[config.mk]
export PLATFORM = sky130hd
export DESIGN_NAME = pixel_engine_scheduler_flat
export DESIGN_NICKNAME = d
export VERILOG_FILES = /design/src/rtl/pixel_engine_scheduler_if.sv /design/src/rtl/pixel_engine_scheduler.sv /design/src/flat_wrapper.sv
export SDC_FILE = /design/constraint.sdc
export NUM_CORES = 1
export LEC_CHECK = 0
export ABC_AREA = 1
export CAP_MARGIN = 40
export CORE_ASPECT_RATIO = 1.1
export CORE_MARGIN = 5
export CORE_UTILIZATION = 45
export CTS_CLUSTER_DIAMETER = 60
export CTS_CLUSTER_SIZE = 40
export DETAILED_ROUTE_END_ITERATION = 10
export GPL_TIMING_DRIVEN = 1
export PLACE_DENSITY = 0.66
export SLEW_MARGIN = 25
export SYNTH_ARGS = -nofsm -noshare
export SYNTH_HDL_FRONTEND = slang
export SYNTH_SLANG_ARGS = --single-unit
[constraint.sdc]
create_clock -name out_stream_aclk -period 2.27 [get_ports out_stream_aclk]
set_input_delay 0.5675 -clock out_stream_aclk [delete_from_list [all_inputs] [get_ports out_stream_aclk]]
set_output_delay 0.5675 -clock out_stream_aclk [all_outputs]
set_load 0.01 [all_outputs]
[src/rtl/pixel_engine_scheduler_if.sv]
// pixel_engine_scheduler_if: engine dispatch/completion and raster pixel output bundle
interface pixel_engine_scheduler_if #(
   parameter int NUM_ENGINES = 4,
   parameter int ITER_W      = 8
);
   logic [NUM_ENGINES-1:0]        eng_start;
   logic [15:0]                   eng_x;
   logic [15:0]                   eng_y;
   logic                          eng_mode;
   logic [NUM_ENGINES-1:0]        eng_done;
   logic [NUM_ENGINES*ITER_W-1:0] eng_iter;
   logic                          pix_valid;
   logic                          pix_ready;
   logic [ITER_W-1:0]             pix_iter;
   logic                          pix_sof;
   logic                          pix_eol;
   modport master (
      output eng_start, eng_x, eng_y, eng_mode, pix_valid, pix_iter, pix_sof, pix_eol,
      input  eng_done, eng_iter, pix_ready
   );
   modport slave (
      input  eng_start, eng_x, eng_y, eng_mode, pix_valid, pix_iter, pix_sof, pix_eol,
      output eng_done, eng_iter, pix_ready
   );
endinterface

[src/rtl/pixel_engine_scheduler.sv]
// pixel_engine_scheduler: round-robin pixel dispatch to engines with in-order result retire; SCHED_PERF_EN adds frame/stall counters
module pixel_engine_scheduler #(
   parameter int NUM_ENGINES = 4,
   parameter int X_SIZE      = 640,
   parameter int Y_SIZE      = 480,
   parameter int ITER_W      = 8
) (
   input  logic                      out_stream_aclk,
   input  logic                      periph_reset,
   input  logic                      cfg_run,
   input  logic                      cfg_mode,
   pixel_engine_scheduler_if.master  bus,
   output logic                      sched_err
`ifdef SCHED_PERF_EN
   ,
   output logic [31:0]               perf_frame_cycles,
   output logic [31:0]               perf_stall_cycles
`endif
);
   localparam int PW = NUM_ENGINES > 1 ? $clog2(NUM_ENGINES) : 1;
   localparam logic [PW-1:0] PL = PW'(NUM_ENGINES - 1);
   localparam logic [15:0] XL = 16'(X_SIZE - 1);
   localparam logic [15:0] YL = 16'(Y_SIZE - 1);
   localparam logic [NUM_ENGINES-1:0] ONE = NUM_ENGINES'(1);
   typedef enum logic [1:0] {F_IDLE, F_RUN, F_DRAIN} frame_t;
   typedef enum logic [1:0] {S_IDLE, S_BUSY, S_DONE} slot_t;
   frame_t            state, state_nx;
   slot_t             slot [NUM_ENGINES];
   logic [ITER_W-1:0] result [NUM_ENGINES];
   logic [PW-1:0]     d, r;
   logic [15:0]       dx, dy, ox, oy;
   logic              dispatch, retire, last_disp, last_ret;
   assign dispatch      = state == F_RUN && slot[d] == S_IDLE;
   assign last_disp     = dx == XL && dy == YL;
   assign retire        = bus.pix_valid && bus.pix_ready;
   assign last_ret      = ox == XL && oy == YL;
   assign bus.pix_valid = slot[r] == S_DONE;
   assign bus.pix_iter  = result[r];
   assign bus.pix_sof   = ox == 16'd0 && oy == 16'd0;
   assign bus.pix_eol   = ox == XL;
   // frame state register
   always_ff @(posedge out_stream_aclk)
      state <= periph_reset ? F_IDLE : state_nx;
   // frame sequencing: run until the last pixel is dispatched, drain until it is retired
   always_comb begin
      state_nx = state;
      case (state)
         F_IDLE:  state_nx = cfg_run ? F_RUN : F_IDLE;
         F_RUN:   state_nx = dispatch && last_disp ? F_DRAIN : F_RUN;
         F_DRAIN: state_nx = retire && last_ret ? F_IDLE : F_DRAIN;
         default: state_nx = F_IDLE;
      endcase
   end
   // dispatch: registered start pulse with coordinates, mode latched once per frame
   always_ff @(posedge out_stream_aclk) begin
      if (periph_reset) begin
         bus.eng_start <= '0;
         bus.eng_x     <= '0;
         bus.eng_y     <= '0;
         bus.eng_mode  <= 1'b0;
         d             <= '0;
         dx            <= '0;
         dy            <= '0;
      end else begin
         bus.eng_start <= dispatch ? ONE << d : '0;
         if (state == F_IDLE && cfg_run) bus.eng_mode <= cfg_mode;
         if (dispatch) begin
            bus.eng_x <= dx;
            bus.eng_y <= dy;
            d         <= d == PL ? '0 : d + 1'b1;
            dx        <= dx == XL ? '0 : dx + 16'd1;
            dy        <= dx == XL ? (dy == YL ? '0 : dy + 16'd1) : dy;
         end
      end
   end
   // retire pointer and output raster position advance on each accepted pixel
   always_ff @(posedge out_stream_aclk) begin
      if (periph_reset) begin
         r  <= '0;
         ox <= '0;
         oy <= '0;
      end else if (retire) begin
         r  <= r == PL ? '0 : r + 1'b1;
         ox <= ox == XL ? '0 : ox + 16'd1;
         oy <= ox == XL ? (oy == YL ? '0 : oy + 16'd1) : oy;
      end
   end
   // per-slot lifecycle; a done pulse on a slot that is not busy is flagged and otherwise ignored
   always_ff @(posedge out_stream_aclk) begin
      if (periph_reset) begin
         for (int i = 0; i < NUM_ENGINES; i++) slot[i] <= S_IDLE;
         sched_err <= 1'b0;
      end else begin
         for (int i = 0; i < NUM_ENGINES; i++) begin
            if (dispatch && d == PW'(i)) slot[i] <= S_BUSY;
            else if (retire && r == PW'(i)) slot[i] <= S_IDLE;
            else if (bus.eng_done[i] && slot[i] == S_BUSY) begin
               slot[i]   <= S_DONE;
               result[i] <= bus.eng_iter[i*ITER_W +: ITER_W];
            end
            if (bus.eng_done[i] && slot[i] != S_BUSY) sched_err <= 1'b1;
         end
      end
   end
`ifdef SCHED_PERF_EN
   logic [31:0] frame_cnt, stall_cnt;
   function automatic logic [31:0] sat_inc(input logic [31:0] v);
      return &v ? v : v + 32'd1;
   endfunction
   // frame and stall cycle counters, published when a frame finishes draining
   always_ff @(posedge out_stream_aclk) begin
      if (periph_reset) begin
         frame_cnt         <= '0;
         stall_cnt         <= '0;
         perf_frame_cycles <= '0;
         perf_stall_cycles <= '0;
      end else if (state == F_IDLE) begin
         frame_cnt <= '0;
         stall_cnt <= '0;
      end else begin
         frame_cnt <= sat_inc(frame_cnt);
         if (state == F_RUN && slot[d] != S_IDLE) stall_cnt <= sat_inc(stall_cnt);
         if (state == F_DRAIN && state_nx == F_IDLE) begin
            perf_frame_cycles <= sat_inc(frame_cnt);
            perf_stall_cycles <= stall_cnt;
         end
      end
   end
`endif
endmodule

[src/flat_wrapper.sv]
// flat-port wrapper written by rule: the top's interface ports become plain ports
module pixel_engine_scheduler_flat 
#(
   parameter int NUM_ENGINES = 4,
   parameter int X_SIZE      = 640,
   parameter int Y_SIZE      = 480,
   parameter int ITER_W      = 8
)
  (out_stream_aclk, periph_reset, cfg_run, cfg_mode, sched_err, bus_eng_start, bus_eng_x, bus_eng_y, bus_eng_mode, bus_pix_valid, bus_pix_iter, bus_pix_sof, bus_pix_eol, bus_eng_done, bus_eng_iter, bus_pix_ready);
  pixel_engine_scheduler_if #(.NUM_ENGINES(NUM_ENGINES), .ITER_W(ITER_W)) bus_i ();
  input  logic out_stream_aclk;
  input  logic periph_reset;
  input  logic cfg_run;
  input  logic cfg_mode;
  output logic sched_err;
  output wire logic [$bits(bus_i.eng_start)-1:0] bus_eng_start;
  output wire logic [$bits(bus_i.eng_x)-1:0] bus_eng_x;
  output wire logic [$bits(bus_i.eng_y)-1:0] bus_eng_y;
  output wire logic [$bits(bus_i.eng_mode)-1:0] bus_eng_mode;
  output wire logic [$bits(bus_i.pix_valid)-1:0] bus_pix_valid;
  output wire logic [$bits(bus_i.pix_iter)-1:0] bus_pix_iter;
  output wire logic [$bits(bus_i.pix_sof)-1:0] bus_pix_sof;
  output wire logic [$bits(bus_i.pix_eol)-1:0] bus_pix_eol;
  input wire logic [$bits(bus_i.eng_done)-1:0] bus_eng_done;
  input wire logic [$bits(bus_i.eng_iter)-1:0] bus_eng_iter;
  input wire logic [$bits(bus_i.pix_ready)-1:0] bus_pix_ready;
  assign bus_eng_start = bus_i.eng_start;
  assign bus_eng_x = bus_i.eng_x;
  assign bus_eng_y = bus_i.eng_y;
  assign bus_eng_mode = bus_i.eng_mode;
  assign bus_pix_valid = bus_i.pix_valid;
  assign bus_pix_iter = bus_i.pix_iter;
  assign bus_pix_sof = bus_i.pix_sof;
  assign bus_pix_eol = bus_i.pix_eol;
  assign bus_i.eng_done = bus_eng_done;
  assign bus_i.eng_iter = bus_eng_iter;
  assign bus_i.pix_ready = bus_pix_ready;
  pixel_engine_scheduler #(.NUM_ENGINES(NUM_ENGINES), .X_SIZE(X_SIZE), .Y_SIZE(Y_SIZE), .ITER_W(ITER_W)) u_core (.out_stream_aclk(out_stream_aclk), .periph_reset(periph_reset), .cfg_run(cfg_run), .cfg_mode(cfg_mode), .bus(bus_i), .sched_err(sched_err));
endmodule
* Yosys cells after proc, flatten, opt, wreduce, memory -nomap -nowiden
Memory sizes are Yosys's and may differ from the RTL's. A register that Yosys moved wholly into a read port is not among the register bits. Cells that the tools add are included.
Word-level totals: register bits after elaboration 108, latch bits 0, memory bits (writable) 40, bits in read-only memories 0, input bits 41, output and inout port bits 49, logic and storage cells 171, memories 2
Memory list:
- u_core.result | words 4, bits a word 8, rd ports 1, clocked after memory_dff 1, write ports 4, RTL line pixel_engine_scheduler.sv:29 | logic [ITER_W-1:0] result [NUM_ENGINES];
- u_core.slot | words 4, bits a word 2, rd ports 6, clocked after memory_dff 2, write ports 4, RTL line pixel_engine_scheduler.sv:28 | slot_t slot [NUM_ENGINES];
Cells by class: add/subtract/negate cells 6, $mul 0, div/mod/pow operators 0, $lt $le $gt $ge 0, equal/unequal tests 21, shift operators 1, multiplexer cells 82, bitwise logic cells 13, reduce and logical (&&, ||, !) cells 34
Operators with widths (count):
- adder 16 x 1 -> 16 bit (second input constant) | 4
- 2-to-1 mux 16 bit | 4
- 2-to-1 mux 1 bit | 55
- 2-to-1 mux 2 bit | 22
- equality test 16 x 10 -> 1 bit (second input constant) | 2
- equality test 16 x 9 -> 1 bit (second input constant) | 2
- logical NOT 16 bit | 2
- logical AND 1 bit | 24
- equality test 2 x 1 -> 1 bit (second input constant) | 7
- equality test 2 bit (second input constant) | 6
- OR 1 bit | 12
- logical NOT 2 bit | 4
- inequality test 2 x 1 -> 1 bit (second input constant) | 4
- case mux 2 bit (3 select lines) | 1
- adder 2 x 1 -> 2 bit (second input constant) | 2
- AND reduction 2 bit | 2
- nonzero test 4 bit | 1
- left shift 1 x 2 -> 4 bit (first input constant) | 1
- OR reduction 2 bit | 1
- NOT 1 bit | 1

* Logic depth before layout (Yosys ltp)
Gate-level depths: netlist of run 1.
depth in word-level cells 9, gate-level depth with buffers 11, depth with buffers taken out 10

* Least setup slack after synthesis of run 1
OpenSTA, ideal clock, no wires.
path kind flip-flop to flip-flop, from reg (tool-made name), to mem u_core.result[3][0], enable pin, setup time 0.385 ns, data arrival time 1.694 ns, data required time 1.885 ns, path slack 0.191 ns, cell stages (with the launch flop) 9, path buffers 2, clock period less this slack 2.079 ns, cell sequence dfxtp_1 > buf_4 > inv_4 > nand3_1 > nand3_2 > nand3_2 > buf_2 > nor2_1 > nor3_1
RTL lines (RTL line):
- end, declared | pixel_engine_scheduler.sv:29

* Worst setup path after layout of run 1
from reg u_core.ox[0], to out bus_pix_sof
On the way: cells in the longest elaborated chain, start to end 2
Ends and longest elaborated chain:
- start, declared | RTL line pixel_engine_scheduler.sv:31 | logic [15:0] dx, dy, ox, oy;
- start signal, assigned | RTL line pixel_engine_scheduler.sv:84 | ox <= ox == XL ? '0 : ox + 16'd1;
- logical NOT 16 bit | RTL line pixel_engine_scheduler.sv:39 | assign bus.pix_sof = ox == 16'd0 && oy == 16'd0;
- logical AND 1 bit | RTL line pixel_engine_scheduler.sv:39
- end, declared | RTL line flat_wrapper.sv:22 | output wire logic [$bits(bus_i.pix_sof)-1:0] bus_pix_sof;
No other way between the ends.

==> results.json, run 1 <==
{
  "cts_tree": "built",
  "critPathRequiredTime_ns": 1.70,
  "first_global_vias": 6788,
  "finalWeightedCongestion": 0.8840,
  "hold_viol": 0,
  "power_mw": 7.198,
  "max_slew_margin_pct": 59.90,
  "yosysMostFrequentCell": "nand2_1",
  "dp.final_hpwl_mm": 14.04,
  "arrival_ns": 1.58,
  "vias_per_cell": 4.947,
  "diodes": 0,
  "io_buffer_count": 89,
  "clk_pin_slew_worst_paths_ns": 0.07,
  "syn_avg_cell_area_um2": 7.182,
  "grt_use_total_pct": 19.90,
  "grt_pass1_wl_mm": 32.59,
  "vias": 7158,
  "syn_area_um2": 7764,
  "hold_buffers": 0,
  "wl_mm": 19.21,
  "ys_ff_latch": 152,
  "leakagePower_nw": 3.828,
  "setup_slack_ns": 0.1252,
  "tightest_slew_ns": 0.6015,
  "powerDensity_nw_per_um2": 733.8,
  "fmax_ghz": 0.4662,
  "netlist-cell-type-count": 35,
  "cap_viol_max_count": 0,
  "setup_viol": 0,
  "io_pins": 90,
  "final_nets": 1255,
  "overflow": 0,
  "fin_skew_ns": 0.008793,
  "rsz0062_at_grt": "no",
  "min_period_over_period_pct": 94.49,
  "finalSetupTns_ns": 0,
  "utilization_pct": 57.65,
  "cts_num_sinks": 152,
  "period_minus_slack_ns": 2.145,
  "status": "complete, no violations",
  "grt_max_degree": 48,
  "htreeDepth": 4,
  "register_area_um2": 3451,
  "hp-class": "register to register",
  "path_class": "register to output pin",
  "rows": 50,
  "crit_slowest_cell": "dfxtp_2",
  "fillers": 1630,
  "multi_input_area_um2": 3734,
  "synth_common_cells": "273 x nand2_1, 179 x nor2_1, 112 x dfxtp_1",
  "dieWidth_um": 135.2,
  "synthArstFlopShare_pct": 0,
  "coreArea_um2": 17020,
  "ys.warnings.count": 0,
  "dp_slack_ns": 0.03520,
  "endpoint_kind": "output pin",
  "clock_path_buffers": 2,
  "drtIter0Drc": 469,
  "root_buffer": "clkbuf_16",
  "syn_to_final_growth_pct": 26.35,
  "worst_setup_path_start_kind": "register",
  "cts_made_buffers": 17,
  "max_stage_delay_ns": 0.33,
  "worstSkewPairLatency_ns": 0.43,
  "synth_seq_area_share_pct": 44.35,
  "synth_edf_count": 40,
  "drv_slew": 0,
  "placed_area_um2": 9123,
  "antenna_found_initial": 0,
  "firstDrtPassIters": 5,
  "yosys.area.top_type": "dfxtp_1",
  "peakVddDrop_v": 0.0005920,
  "synthTopCellsByArea": "dfxtp_1 29%, edfxtp_1 15%, nand2_1 13%",
  "crit_chain": "inv_1 > ha_1 > nand2_1 > nor3_2 > nand3_1 > nor4_2 > buf_2",
  "drtAntennaViolNets": 0,
  "drc": 0,
  "fin_area_um2": 9809,
  "wire_per_inst_um": 13.27,
  "start_util_pct": 45.63,
  "final_layout_size_suffix_gt1_share_pct": 11.54,
  "synthCells": 1081,
  "netlist.area_leader.share_pct": 28.88,
  "die_h_um": 147.8,
  "syn_nets": 1136,
  "critPathMaxFanout": 3,
  "die-area_um2": 19980,
  "ys.flop_type": "dfxtp_1"
}
placed cells by master, fill, tap and decap left out, types with 3 or more instances in the layout:
cell type / synthesis / final
a21oi_1: 81 / 81
a21oi_2: 10 / 10
buf_12: 1 / 3
buf_2: 10 / 3
buf_4: 7 / 48
bufinv_16: 0 / 5
clkbuf_16: 0 / 17
clkdlybuf4s50_1: 0 / 77
clkinvlp_4: 0 / 4
dfxtp_1: 112 / 108
dfxtp_2: 0 / 3
dlygate4sd2_1: 0 / 8
edfxtp_1: 40 / 40
ha_1: 14 / 13
inv_1: 101 / 101
inv_2: 3 / 3
nand2_1: 273 / 273
nand2_2: 15 / 15
nand3_1: 86 / 84
nand3_2: 3 / 5
nand3b_1: 3 / 3
nand4_1: 26 / 26
nor2_1: 179 / 179
nor2_2: 3 / 3
nor2_4: 4 / 4
nor3_1: 13 / 11
o21ai_0: 46 / 46
o22ai_1: 8 / 8
xor2_1: 8 / 8
per-layer routing:
layer  global-route usage (%)  part of all wire [%]  vias to the layer above
met3                    3.063                   3.7                       24
met1                    25.26                    46                     3261
met5                        0                     0                        -
met2                    34.41                    49                      131
li1                         -                     -                     3742
met4                    6.804                   1.7                        0
cell type report:
| type | instances | area share (%) |
|---|---|---|
| Multi-Input combinational cell | 784 | 38.06 |
| Tap cell | 234 | 2.985 |
| Clock inverter | 15 | 2.283 |
| Inverter | 105 | 4.043 |
| Timing Repair Buffer | 140 | 13.11 |
| Clock buffer | 17 | 4.337 |
| Sequential cell | 152 | 35.18 |
sequential cells by signal, indices dropped and copies added (netlist names), 4 cells and up, named ones only:
register	cells
u_core.oy	16
u_core.result	32
u_core.dx	16
u_core.bus.eng_y	16
u_core.bus.eng_start	4
u_core.bus.eng_x	16
u_core.ox	16
u_core.slot	8
u_core.dy	16
critical path, delay by kind of cell, from the launching register on:
kind | cells | cell delay, ns
flops | 1 | 0.33
buf+inv | 2 | 0.24
simple gates | 4 | 0.43
fa+ha+maj | 1 | 0.15
repair_timing:
action                     CTS  global route
pin swaps                    2             2
gates resized for setup     26             4
setup endpoints to repair   11             3
setup buffers                2             0
power by group:
part / internal [mW] / switching, mW / total [mW]
combinational: 0.471 / 0.606 / 1.08
clock: 1.95 / 1.16 / 3.11
sequential: 2.92 / 0.0899 / 3.01
cell families after synthesis:
logic type / share of synthesized area [%]
XOR/XNOR: 1.015
adder cells (fa/ha/maj): 2.256
AND/OR/NAND/NOR: 34.10
buffers and inverters: 8.010
AO/OA/AOI/OAI: 10.27
flip-flops: 44.35
stage by stage:
step	hold slack, ns	instances
finish	0.4403	1447
global route	0.4901	1447
CTS	0.4448	1447
detailed placement	0.4349	1413
global placement	0.4318	1413
floorplan	0.4560	1081
final timing paths:
| kind | slack [ns] | start | depth (start not counted) | to |
|---|---|---|---|---|
| max | 0.13 | u_core.ox[0] | 7 | bus_pix_sof |
| max reg2reg | 0.39 | u_core.slot[0][1] | 9 | u_core.dy[15] |
| min | 0.44 | u_core.bus.eng_mode | 2 | u_core.bus.eng_mode |
| min reg2reg | 0.44 | u_core.bus.eng_mode | 2 | u_core.bus.eng_mode |
(Power assumes the default switching activity.)
==> run 2, diff against run 1 <==
SETUP_SLACK_MARGIN = 0.02   (was default)
==> results of run 2 <==
The final DEF is identical to that of run 1; final timing and power are the same.
==> run 3, diff against run 2 <==
clock period = 2.1 ns   (was 2.27 ns; I/O delays follow)
==> run 3 against run 2 <==
  * Worst hold slack better by 0.0066 ns
  * Count of clock-buffer cells in the layout up 1
  * Clock power fell by 12%
  * Flip-flop and latch count unchanged
  * Sequential share of layout area is essentially flat
  * Die area stayed put
  * First-iteration DRC count up 2.6%
  * Via count up 1.5%
  * Non-clock buffer count up 13
  * Routed wire length about the same
  * Clock skew grew 0.0019 ns
  * Largest cell class unchanged
==> results.json, run 3 (same netlist as run 1, synthesis figures left out) <==
{
  "status": "complete, no violations",
  "peakVddDrop_v": 0.0005998,
  "path_class": "register to output pin",
  "final_layout_size_suffix_gt1_share_pct": 13.70,
  "cts_tree": "built",
  "syn_to_final_growth_pct": 26.40,
  "leakagePower_nw": 3.860,
  "clock_path_buffers": 2,
  "dp.final_hpwl_mm": 13.83,
  "fin_skew_ns": 0.01067,
  "power_report.internal_total_mw": 5.198,
  "root_buffer": "clkbuf_16",
  "cap_viol_max_count": 0,
  "dieWidth_um": 135.2,
  "rows": 50,
  "fin_area_um2": 9813,
  "hold_viol": 0,
  "met1_usage_pct": 24.97,
  "drtIter0Drc": 481,
  "grt_use_total_pct": 19.76,
  "grt_pass1_wl_mm": 32.39,
  "dp_cells": 1426,
  "first_global_vias": 6882,
  "start_util_pct": 45.63,
  "hold_buffers": 0,
  "power_switching_share_pct": 27.88,
  "die-area_um2": 19980,
  "rsz0062_at_grt": "yes",
  "p_comb_share_pct": 16.8,
  "reg2reg_slack_ns": 0.28,
  "r2r_end": "u_core.dy[15]",
  "drtAntennaViolNets": 0,
  "tightest_slew_ns": 0.4420,
  "drc": 0,
  "reg2reg_from": "u_core.slot[0][1]",
  "top_register": "u_core.result",
  "worstSkewPairLatency_ns": 0.42,
  "endpoint_kind": "output pin",
  "vias_per_cell": 4.977,
  "grt_max_degree": 65,
  "whs_ns": 0.4469,
  "clk_pin_slew_worst_paths_ns": 0.07,
  "busiest_layer": "met2",
  "io_pins": 90,
  "wire_per_inst_um": 13.16,
  "holdPathStages": 2,
  "final_cell_mix": "271 x nand2_1, 177 x nor2_1, 107 x dfxtp_1",
  "powerDensity_nw_per_um2": 734.6,
  "critPathMaxFanout": 3,
  "cts_made_buffers": 17,
  "p_switching_mw": 2.010,
  "mostFrequentLayoutCell": "nand2_1",
  "overflow": 0,
  "critPathRequiredTime_ns": 1.57,
  "rr_worst_depth": 9,
  "endpoint": "bus_pix_sof",
  "vias": 7267,
  "worst_setup_path_start_kind": "register",
  "wl_mm": 19.21,
  "cts_num_sinks": 152,
  "fillers": 1660,
  "max_slew_margin_pct": 70.42,
  "stdcell_count": 1460,
  "die_h_um": 147.8,
  "htreeDepth": 4,
  "antenna_found_initial": 0,
  "utilization_pct": 57.67,
  "p_seq_share_pct": 45.1,
  "io_buffer_count": 89,
  "dp_slack_ns": -0.1001,
  "firstDrtPassIters": 5,
  "min_period_over_period_pct": 99.92,
  "fmax_ghz": 0.4766,
  "setup_viol": 0,
  "use_met3_pct": 4.152,
  "diodes": 0,
  "setup_slack_ns": 0.001623,
  "period_minus_slack_ns": 2.098,
  "drv_slew": 0,
  "hp-class": "register to register",
  "largest_reg_flops": 32,
  "grtUsageMet2_pct": 33.81,
  "final_nets": 1268,
  "placed_area_um2": 9208,
  "clkPwrFrac_pct": 38.2,
  "crit_start": "u_core.ox[0]",
  "coreArea_um2": 17020,
  "finalWeightedCongestion": 0.8631,
  "arrival_ns": 1.57
}
-- run 3: worst max-delay path, stage by stage, from the launching register on --
cell and delay (ns):
dfxtp_2 0.35, inv_2 0.08, ha_4 0.13, nand2_2 0.05, nor3_2 0.12, nand3_2 0.10
nor4_2 0.15, buf_2 0.17
-- run 3: layout make-up --
cell class	instances	area (µm²)	share of cell area (%)
Inverter	105	404.1	4.118
Tap cell	234	292.8	2.984
Timing Repair Buffer	153	1354	13.80
Clock buffer	18	429.2	4.373
Sequential cell	152	3452	35.18
Clock inverter	14	98.84	1.007
Multi-Input combinational cell	784	3782	38.54
-- run 3: timing repair --
action	in CTS	in global routing
cloned	0	0
gates resized for setup	28	35
setup buffers	2	0
endpoints found under the setup margin	11	10
pin swaps	3	2
hold endpoints to repair	0	0
-- run 3: how the worst min path moves through the flow --
stage | from | endpoint | slack [ns]
after floorplan | u_core.d[0] | u_core.bus.eng_start[0] | 0.46
after global placement | u_core.bus.eng_mode | u_core.bus.eng_mode | 0.43
after detailed placement | u_core.bus.eng_mode | u_core.bus.eng_mode | 0.44
after CTS | u_core.bus.eng_mode | u_core.bus.eng_mode | 0.45
after global routing | u_core.bus.eng_mode | u_core.bus.eng_mode | 0.48
final | u_core.bus.eng_mode | u_core.bus.eng_mode | 0.45
-- run 3: power groups by stage --
stage	sequential, mW	combinational, mW	clock, mW
after floorplan	3.31	0.640	0
after global placement	3.30	1.22	0
after detailed placement	3.30	1.22	0
after CTS	3.24	1.21	2.81
after global routing	3.27	1.35	2.95
final	3.25	1.21	2.75
-- run 3: per-layer routing --
metal / wire, µm / vias up
li1: - / 3779
met1: 8626 / 3310
met2: 9446 / 148
met5: 0 / -
met3: 786 / 30
met4: 348 / 0
-- run 3: per-stage QoR --
stage                     TNS [ns]  power, mW
after floorplan                  0      3.949
after global placement     -0.1404      4.514
after detailed placement   -0.1664      4.526
after CTS                  -0.1257      7.259
after global routing       -0.1795      7.566
final                            0      7.208
